## src/rtl/baud_pkg.sv

```systemverilog
// baud_pkg: shared constants and helpers for the fractional-N baud generator.
//   ACC_W_DEF       default phase-accumulator width
//   OVERSAMPLE_DEF  default oversample ticks per bit
//   baud_inc()      phase increment for a given clock, baud rate and oversample
//                   factor, used to build the register-file reset value of inc.
package baud_pkg;

    localparam int ACC_W_DEF      = 16;
    localparam int OVERSAMPLE_DEF = 8;

    // round(baud * os * 2^acc_w / f_clk), evaluated in 64-bit unsigned arithmetic.
    function automatic longint unsigned baud_inc(
        input longint unsigned f_clk,
        input longint unsigned baud,
        input longint unsigned os,
        input int unsigned     acc_w
    );
        longint unsigned num;
        num = baud * os * (64'd1 << acc_w);
        return (num + f_clk / 2) / f_clk;
    endfunction

endpackage

```

## src/rtl/baud_gen_frac_acc.sv

```systemverilog
// baud_phase_acc: phase accumulator of the fractional-N baud generator.
//   clk    sole clock, posedge
//   rst    synchronous active-high reset, clears the accumulator
//   clr    synchronous clear (generator disabled or bit phase restarted)
//   inc    phase increment added every cycle
//   carry  carry-out of the add in progress (acc + inc >= 2^ACC_W); the parent
//          registers it into its tick flops on the same edge that wraps acc,
//          so a tick is visible in the cycle right after the producing edge.
module baud_phase_acc #(
    parameter int ACC_W = 16
) (
    input  logic             clk,
    input  logic             rst,
    input  logic             clr,
    input  logic [ACC_W-1:0] inc,
    output logic             carry
);

    logic [ACC_W-1:0] acc_reg;
    logic [ACC_W:0]   sum;

    assign sum   = {1'b0, acc_reg} + {1'b0, inc};
    assign carry = sum[ACC_W];

    always_ff @(posedge clk) begin
        if (rst || clr) begin
            acc_reg <= '0;
        end else begin
            // Wraps modulo 2^ACC_W; the dropped MSB is the carry.
            acc_reg <= sum[ACC_W-1:0];
        end
    end

endmodule

```

## src/rtl/baud_gen_frac.sv

```systemverilog
// baud_gen_frac: fractional-N baud tick generator for the async UART.
// A phase accumulator yields an oversample tick at f_clk*inc/2^ACC_W; an
// oversample counter derives the bit tick and the mid-bit sample tick.
//   clk       sole clock, posedge
//   rst       synchronous active-high reset
//   enable    run; low holds the generator cleared
//   inc       phase increment (0 = no ticks); may change at any time
//   resync    restart bit phase (only when BAUD_GEN_RESYNC_EN is defined)
//   os_tick   one-cycle oversample tick
//   bit_tick  tick on the last oversample of each bit
//   mid_tick  tick on the bit-centre oversample
//   os_phase  oversample index within the bit, 0..OVERSAMPLE-1
// Build option: define BAUD_GEN_RESYNC_EN to add the resync port.
module baud_gen_frac
    import baud_pkg::*;
#(
    parameter int ACC_W      = ACC_W_DEF,
    parameter int OVERSAMPLE = OVERSAMPLE_DEF
) (
    input  logic                          clk,
    input  logic                          rst,
    input  logic                          enable,
    input  logic [ACC_W-1:0]              inc,
`ifdef BAUD_GEN_RESYNC_EN
    input  logic                          resync,
`endif
    output logic                          os_tick,
    output logic                          bit_tick,
    output logic                          mid_tick,
    output logic [$clog2(OVERSAMPLE)-1:0] os_phase
);

    localparam int CNT_W = $clog2(OVERSAMPLE);
    localparam logic [CNT_W-1:0] OS_LAST = CNT_W'(OVERSAMPLE - 1);
    localparam logic [CNT_W-1:0] OS_MID  = CNT_W'(OVERSAMPLE / 2 - 1);

    logic             clr;
    logic             carry;
    logic [CNT_W-1:0] os_cnt_reg;
    logic             os_tick_reg;
    logic             bit_tick_reg;
    logic             mid_tick_reg;

    // Disable and resync both restart the bit phase; a carry in that cycle is dropped.
`ifdef BAUD_GEN_RESYNC_EN
    assign clr = !enable || resync;
`else
    assign clr = !enable;
`endif

    baud_phase_acc #(
        .ACC_W (ACC_W)
    ) u_phase_acc (
        .clk   (clk),
        .rst   (rst),
        .clr   (clr),
        .inc   (inc),
        .carry (carry)
    );

    always_ff @(posedge clk) begin
        if (rst || clr) begin
            os_cnt_reg   <= '0;
            os_tick_reg  <= 1'b0;
            bit_tick_reg <= 1'b0;
            mid_tick_reg <= 1'b0;
        end else if (carry) begin
            os_tick_reg  <= 1'b1;
            bit_tick_reg <= (os_cnt_reg == OS_LAST);
            mid_tick_reg <= (os_cnt_reg == OS_MID);
            os_cnt_reg   <= (os_cnt_reg == OS_LAST) ? '0 : os_cnt_reg + 1'b1;
        end else begin
            os_tick_reg  <= 1'b0;
            bit_tick_reg <= 1'b0;
            mid_tick_reg <= 1'b0;
        end
    end

    assign os_tick  = os_tick_reg;
    assign bit_tick = bit_tick_reg;
    assign mid_tick = mid_tick_reg;
    assign os_phase = os_cnt_reg;

endmodule

```

## config.mk

```make
export PLATFORM = sky130hd
export DESIGN_NAME = baud_gen_frac
export DESIGN_NICKNAME = d
export VERILOG_FILES = /design/src/rtl/baud_pkg.sv /design/src/rtl/baud_gen_frac_acc.sv /design/src/rtl/baud_gen_frac.sv
export SDC_FILE = /design/constraint.sdc
export NUM_CORES = 1
export LEC_CHECK = 0
export ABC_AREA = 1
export BUFFER_PORTS_ARGS = -buffer_cell sky130_fd_sc_hd__clkbuf_2
export CAP_MARGIN = 20
export CORE_AREA = 10 10 72 74
export DETAILED_ROUTE_END_ITERATION = 8
export DIE_AREA = 0 0 82 84
export PLACE_DENSITY = 0.7
export SLEW_MARGIN = 20
export SYNTH_ARGS = -nofsm -noshare
export SYNTH_HDL_FRONTEND = slang
export SYNTH_SLANG_ARGS = --single-unit
export TNS_END_PERCENT = 1
```

## constraint.sdc

```tcl
create_clock -name clk -period 2.3 [get_ports clk]
set_input_delay 0.46 -clock clk [delete_from_list [all_inputs] [get_ports clk]]
set_output_delay 0.46 -clock clk [all_outputs]
set_load 0.1 [all_outputs]
```

==> metrics.log, run 1 <==
[metrics] run status: finished clean
[metrics] first element of the critical path: u_phase_acc.acc_reg[0]
[metrics] critical path capture point: os_phase[2]
[metrics] floorplan die area: 6890 um2
[metrics] post-CTS setup buffer count: 0
[metrics] data required time of the critical path: 2.51 ns
[metrics] core footprint: slightly below 4000 um2
[metrics] sum of negative setup slack: 0 ns
[metrics] via density per instance: 4.60
[metrics] synth unique cells: 25
[metrics] via count of the first global-routing pass: 1,390
[metrics] Avg Inst Size Synth: 6.46 um2
[metrics] routed wire length: 3420 um
[metrics] Post-Synth XOR/XNOR Area: 0
[metrics] startpoint of the lowest-slack register-to-register path: u_phase_acc.acc_reg[0]
[metrics] Max-slew headroom: 0.633
[metrics] wire length of the first global-routing pass: 5930 um
[metrics] clock net sink count: 22
[metrics] syn nets: ~300
[metrics] worst ir drop on vdd: 286 uV
[metrics] Remaining Overflow, GRT: 0
[metrics] Clk Tree Root Cell: sky130_fd_sc_hd__clkbuf_8
[metrics] Die Y: 84 um
[metrics] largest fanout on the critical path: 5
[metrics] number of antenna violations at the first check in global routing: 0
[metrics] area of the mapped netlist: 1650 um2
[metrics] share of final-layout standard cells stronger than drive strength 1: 0.174
[metrics] number of endpoints failing setup at the final stage: 0
[metrics] sequential element share of the synthesized area: 0.267
[metrics] count of routing violations after the opening detailed-route iteration: 81
[metrics] antenna-violating nets left: 0
[metrics] Power Density: 535 nW/um2
[metrics] Final min period: 1.70 ns
[metrics] number of diodes added for antenna fixing: 0
[metrics] Worst-path clk slew: 0.08 ns
[metrics] worst hold path class: flip-flop to flip-flop
[metrics] adder-cell share of the synthesized area: 0.156
[metrics] worst-path cell chain: ha_1, fa_1, nand2_1, nand2_2, nand3_1, nand2_2, nand2_2, nand2_4, nand2_1, nand2_1, nor2_1
[metrics] buffers from clock root to sink, at most: 2
[metrics] Worst Clk Skew: 0.00244 ns
[metrics] FF-to-FF path depth: 11
[metrics] Die W: 82 um
[metrics] utilization of the core after routing: 0.486
[metrics] share of synthesized flip-flops with an asynchronous set or reset: 0
[metrics] data arrival time at the worst-slack endpoint: around 1.9 ns
[metrics] overall track demand over capacity in global routing: 0.103
[metrics] number of hold-slack violations in the final timing report: 0
[metrics] Max H-tree Level: 1
[metrics] Peak Freq: between 500 and 600 MHz
[metrics] Gates resized, CTS repair: 0
[metrics] mux contribution to synthesized area: 0
[metrics] clock tree from TritonCTS: done
[metrics] flip-flop count of the largest register after layout: 16
[metrics] clock buffers created by TritonCTS: 3
[metrics] largest net degree at the start of global routing: 19
[metrics] number of hold buffers added after cts: 0
[metrics] Final Slew Violations: 0
[metrics] GPL Wtd Cong: just over 0.8
[metrics] RSZ-0062 raised after global routing: false
[metrics] library cell occupying the most area in the post-synthesis netlist: sky130_fd_sc_hd__dfxtp_1
[metrics] count of flip-flops with a built-in enable after synthesis: 0
[metrics] Buffers on Ports: 24
[metrics] highest-delay cell along the critical path: sky130_fd_sc_hd__fa_1
[metrics] yosys warns: 0
[metrics] overall power consumption: 1.00 mW
[metrics] number of nets in the layout: 322
[metrics] cell types occupying the most area after synthesis: sky130_fd_sc_hd__dfxtp_1 27%, sky130_fd_sc_hd__nand2_1 18%, sky130_fd_sc_hd__ha_1 14%
[metrics] mean routed wirelength per cell: 10.3 um
[metrics] most frequent cells after synthesis: 79 x sky130_fd_sc_hd__nand2_1, 44 x sky130_fd_sc_hd__inv_1, 29 x sky130_fd_sc_hd__nor2_1
[metrics] clock latency of the later-clocked register in the worst-skew pair: 0.27 ns
[metrics] Leak Pwr: 1.08 nW
[metrics] Crit path largest cell delay: between 0.3 and 0.4 ns
[metrics] CP Capture Type: flip-flop
[metrics] fraction of the mapped netlist area in compound gates: 0.0790
[metrics] DRC violations left: 0
[metrics] CP Class: flip-flop to flip-flop
[metrics] HPWL after detailed placement: 2800 um
[metrics] Worst Setup Start Kind: flip-flop
[metrics] most repeated cell in the gate-level netlist after synthesis: sky130_fd_sc_hd__nand2_1
[metrics] simple-gate area share of the yosys netlist: 0.381
[metrics] number of cells produced by synthesis: between 200 and 300
[metrics] count of vias placed by the detailed router: ~1,500
[metrics] Boundary Pins: 25
[metrics] Syn-to-layout area delta: 13.7%
[metrics] DRT Pass-1 Iters: 4
[metrics] Worst Max-Slew Pin Slew: about 0.55 ns
[metrics] most used flip-flop cell after synthesis: sky130_fd_sc_hd__dfxtp_1
[metrics] maxcap violations: 0
[metrics] Critical R2R Capture: os_phase[2]
[metrics] dominant combinational cell family by area after synthesis: simple AND/OR/NAND/NOR gates
[metrics] Starting Density: 0.427
[metrics] Synth top area share: 0.267
[metrics] number of placement rows: 23
[metrics] post-route clock period utilization: 0.741
[metrics] internal reg-to-reg setup slack: ~0.6 ns
[metrics] #FFs+latches synth: 22
[kinds of logic (layout without fill, tap and decap cells)]
logic type                 after synthesis  in the layout
and+or+nand+nor                        141            141
buffers and inverters                   49             76
AOI/OAI and AO/OA                       23             23
DFF                                     22             22
adders and majority gates               20             20
[metrics by stage]
step           area [um2]  setup slack, ns  hold slack [ns]  cells
2_1_floorplan        1650            0.520            0.533    255
3_3_place_gp         1820            0.380            0.507    328
3_5_place_dp         1820            0.329            0.508    328
4_1_cts              1870            0.595            0.522    332
5_1_grt              1870            0.418            0.559    332
6_report             1870            0.596            0.519    332
[cell usage in the layout, fill, tap and decap left out, types with 2 or more instances in the layout]
| cell type | Yosys | routed |
|---|---|---|
| sky130_fd_sc_hd__a21oi_1 | 16 | 16 |
| sky130_fd_sc_hd__and2_1 | 2 | 2 |
| sky130_fd_sc_hd__clkbuf_2 | 0 | 24 |
| sky130_fd_sc_hd__clkbuf_8 | 0 | 4 |
| sky130_fd_sc_hd__dfxtp_1 | 22 | 22 |
| sky130_fd_sc_hd__ha_1 | 19 | 19 |
| sky130_fd_sc_hd__inv_1 | 44 | 44 |
| sky130_fd_sc_hd__inv_2 | 3 | 3 |
| sky130_fd_sc_hd__nand2_1 | 79 | 79 |
| sky130_fd_sc_hd__nand2_2 | 8 | 8 |
| sky130_fd_sc_hd__nand2_4 | 2 | 2 |
| sky130_fd_sc_hd__nand3_1 | 9 | 9 |
| sky130_fd_sc_hd__nand3b_1 | 2 | 2 |
| sky130_fd_sc_hd__nor2_1 | 29 | 29 |
| sky130_fd_sc_hd__nor2_2 | 2 | 2 |
| sky130_fd_sc_hd__nor3_2 | 3 | 3 |
| sky130_fd_sc_hd__o21ai_0 | 5 | 5 |
[where the power goes]
part | internal [mW] | switching (mW)
clock network | 0.153 | 0.134
registers | 0.404 | 0.00908
logic | 0.104 | 0.200
total | 0.661 | 0.343
[how the worst min path moves through the flow]
stage | start | end | slack, ns | cells past startpoint
3_5_place_dp | os_phase[1] | os_phase[1] | 0.51 | 2
4_1_cts | os_phase[1] | os_phase[1] | 0.52 | 2
6_report | os_phase[1] | os_phase[1] | 0.52 | 2
5_1_grt | os_phase[1] | os_phase[1] | 0.56 | 2
3_3_place_gp | os_phase[1] | os_phase[1] | 0.51 | 2
2_1_floorplan | u_phase_acc.acc_reg[0] | u_phase_acc.acc_reg[0] | 0.53 | 3
[area by class of cell]
class | count | area, um2
Fill cell | 429 | 1980
Multi-Input combinational cell | 184 | 1020
Sequential cell | 22 | 440
Inverter | 48 | 180
Timing Repair Buffer | 24 | 120
Tap cell | 50 | 62.6
Clock buffer | 4 | 55.1
[routing by layer]
layer | share of wire | global-route usage
met5 | 0 | 0
met4 | 0.018 | 0.0341
met3 | 0.053 | 0.0323
met2 | 0.42 | 0.155
met1 | 0.51 | 0.134
[critical path, delay by kind of cell, from the launching register on]
kind | cells | cell delay (ns)
fa+ha+maj | 2 | 0.59
simple gates | 9 | 0.75
flops | 1 | 0.31
Power figures use the tool's default switching activity.
==> run 2, diff against run 1 <==
--- a/config.mk
+++ b/config.mk
@@ -11,7 +11,7 @@
 export CORE_AREA = 10 10 72 74
 export DETAILED_ROUTE_END_ITERATION = 8
 export DIE_AREA = 0 0 82 84
-export PLACE_DENSITY = 0.7
+export PLACE_DENSITY = 0.72
 export SLEW_MARGIN = 20
 export SYNTH_ARGS = -nofsm -noshare
 export SYNTH_HDL_FRONTEND = slang
==> constraint.sdc (replaced) <==
create_clock -name clk -period 1.4 [get_ports clk]
set_input_delay 0.28 -clock clk [delete_from_list [all_inputs] [get_ports clk]]
set_output_delay 0.28 -clock clk [all_outputs]
set_load 0.1 [all_outputs]
==> metrics.log, run 2 (synthesis results as in run 1) <==
[metrics] Max H-tree Level: 1 (unchanged)
[metrics] Power Density: 792 nW/um2 (+48%)
[metrics] Worst Max-Slew Pin Slew: 0.327 ns (-0.226 ns)
[metrics] Die W: 82 um (unchanged)
[metrics] clock net sink count: 22 (unchanged)
[metrics] clock latency of the later-clocked register in the worst-skew pair: 0.28 ns (about the same)
[metrics] Starting Density: 0.427 (unchanged)
[metrics] Syn-to-layout area delta: 38.0%
[metrics] core footprint: 3860 um2 (unchanged)
[metrics] count of routing violations after the opening detailed-route iteration: 98 (+21%)
[metrics] number of hold-slack violations in the final timing report: 0 (unchanged)
[metrics] DRC violations left: 0 (unchanged)
[metrics] post-route clock period utilization: 1.12 (+0.377)
[metrics] clock tree from TritonCTS: done
[metrics] worst ir drop on vdd: 449 uV (+57%)
[metrics] count of vias placed by the detailed router: 1,604 (+5.0%)
[metrics] setup ws final: -0.164 ns (-0.761 ns)
[metrics] mean routed wirelength per cell: 11.4 um (+10%)
[metrics] Clk Tree Root Cell: sky130_fd_sc_hd__clkbuf_8
[metrics] most frequent standard cell in the layout excluding fill and tap cells: sky130_fd_sc_hd__nand2_1
[metrics] CP Capture Type: flip-flop
[metrics] number of diodes added for antenna fixing: 0 (unchanged)
[metrics] GPL Wtd Cong: 0.876 (+6.4%)
[metrics] antenna-violating nets left: 0 (unchanged)
[metrics] worst hold path class: input port to flip-flop
[metrics] Worst Setup Start Kind: flip-flop
[metrics] maxcap violations: 0 (unchanged)
[metrics] via count of the first global-routing pass: 1,587 (+14%)
[metrics] run status: finished with violations
[metrics] Leak Pwr: 1.18 nW (+9.3%)
[metrics] data required time of the critical path: 1.61 ns (-0.90 ns)
[metrics] largest net degree at the start of global routing: 13 (-6)
[metrics] number of nets in the layout: 338 (+5.0%)
[metrics] RSZ-0062 raised after global routing: true
[metrics] number of placement rows: 23 (unchanged)
[metrics] Remaining Overflow, GRT: 0 (unchanged)
[metrics] HPWL after detailed placement: 2960 um (+6.0%)
[metrics] flip-flop count of the largest register after layout: 16 (unchanged)
[metrics] Worst-path clk slew: 0.09 ns (about the same)
[metrics] number of hold buffers added after cts: 0 (unchanged)
[metrics] final instance count without filler cells: 347 (+4.5%)
[metrics] CP Class: flip-flop to flip-flop
[metrics] wire length of the first global-routing pass: 6800 um (+15%)
[metrics] share of final-layout standard cells stronger than drive strength 1: 0.340 (+0.166)
[metrics] data arrival time at the worst-slack endpoint: 1.78 ns (-0.13 ns)
[metrics] Buffers on Ports: 24 (unchanged)
[metrics] via density per instance: 4.62 (+0.44%)
[metrics] buffers from clock root to sink, at most: 2 (unchanged)
[metrics] routed wire length: 3950 um (+15%)
[metrics] Worst Clk Skew: 0.0103 ns (+0.00784 ns)
[metrics] floorplan die area: 6890 um2 (unchanged)
[metrics] clock buffers created by TritonCTS: 3 (unchanged)
[metrics] number of antenna violations at the first check in global routing: 0 (unchanged)
[metrics] Peak Freq: 639 MHz (+8.9%)
[metrics] Max-slew headroom: 0.782 (+0.149)
[metrics] Final Slew Violations: 0 (unchanged)
[metrics] worst hold-check slack: 0.316 ns (-0.202 ns)
[metrics] Boundary Pins: 25 (unchanged)
[metrics] failing checks: negative setup slack
[metrics] overall track demand over capacity in global routing: 0.119 (+0.0158)
[metrics] highest-count cells in the layout ignoring fill and taps: 69 x sky130_fd_sc_hd__nand2_1, 44 x sky130_fd_sc_hd__inv_1, 28 x sky130_fd_sc_hd__nor2_1, 19 x sky130_fd_sc_hd__buf_4, 18 x sky130_fd_sc_hd__clkbuf_2
[metrics] Die Y: 84 um (unchanged)
[metrics] DRT Pass-1 Iters: 4 (unchanged)
[metrics] Final min period: 1.56 ns (-0.139 ns)
[metrics] largest fanout on the critical path: 5 (unchanged)
[metrics] # placed instances: 342 (+4.3%)
[metrics] number of endpoints failing setup at the final stage: 13 (+13)
==> run 2: cell count changes in the layout (fill, tap and decap cells not counted), moves of 5 or more <==
| cell | before | now |
|---|---|---|
| sky130_fd_sc_hd__buf_4 | 0 | 19 |
| sky130_fd_sc_hd__nand2_1 | 79 | 69 |
| sky130_fd_sc_hd__dfxtp_2 | 0 | 5 |
| sky130_fd_sc_hd__ha_4 | 0 | 12 |
| sky130_fd_sc_hd__ha_1 | 19 | 6 |
| sky130_fd_sc_hd__nand2_2 | 8 | 15 |
| sky130_fd_sc_hd__dfxtp_1 | 22 | 17 |
| sky130_fd_sc_hd__clkbuf_2 | 24 | 18 |
==> run 2: area by class of cell <==
type,instances,area [um2]
Timing Repair Buffer,40,293
Multi-Input combinational cell,184,1250
Clock buffer,3,41.3
Tap cell,50,62.6
Inverter,48,180
Fill cell,385,1580
Sequential cell,22,447
==> run 2: where the power goes <==
| group | internal [mW] | switching [mW] |
|---|---|---|
| logic | 0.295 | 0.382 |
| registers | 0.666 | 0.0292 |
| clock network | 0.193 | 0.234 |
| total | 1.15 | 0.646 |
==> run 2: final timing paths <==
| kind | startpoint | endpoint | slack [ns] | cells after the start |
|---|---|---|---|---|
| worst max-delay path | u_phase_acc.acc_reg[0] | os_phase[2] | -0.16 | 11 |
| worst min-delay path | rst | u_phase_acc.acc_reg[11] | 0.32 | 4 |
| worst max register to register | u_phase_acc.acc_reg[0] | os_phase[2] | -0.16 | 11 |
| worst min register to register | os_phase[1] | os_phase[1] | 0.51 | 2 |
==> run 2: metal layers <==
| metal | track usage | up-vias | wire length [um] |
|---|---|---|---|
| met5 | 0 | - | 0 |
| met4 | 0.0402 | 0 | 72 |
| met3 | 0.0377 | 9 | 236 |
| met2 | 0.180 | 31 | 1740 |
| met1 | 0.154 | 698 | 1900 |
| li1 | - | 866 | - |
==> run 2: critical path, cell delays in order, from the launching register on <==
cell and delay [ns]:
sky130_fd_sc_hd__dfxtp_2 0.33, sky130_fd_sc_hd__ha_4 0.15, sky130_fd_sc_hd__fa_2 0.35, sky130_fd_sc_hd__nand2_2 0.09, sky130_fd_sc_hd__nand2_2 0.08, sky130_fd_sc_hd__nand3_2 0.09
sky130_fd_sc_hd__nand2_4 0.07, sky130_fd_sc_hd__nand2_4 0.08, sky130_fd_sc_hd__nand2_4 0.07, sky130_fd_sc_hd__nand2_1 0.06, sky130_fd_sc_hd__nand2_1 0.05, sky130_fd_sc_hd__nor2_1 0.08
==> run 2: repair_timing <==
item,in CTS,in global routing
resized for setup,17,17
buffers inserted,1,1
setup endpoints to repair,17,19
pin swaps,3,2
==> run 2: metrics by stage <==
step	worst slack [ns]	TNS (ns)	cell area, um2	power, mW	utilization
2_1_floorplan	-0.105	-0.727	1680	1.09	-
3_3_place_gp	-0.230	-3.11	2000	1.26	0.520
3_5_place_dp	-0.295	-3.56	2000	1.27	0.520
4_1_cts	-0.141	-1.19	2170	1.74	0.564
5_1_grt	-0.252	-2.76	2270	1.92	0.590
6_report	-0.164	-1.36	2270	1.80	0.590
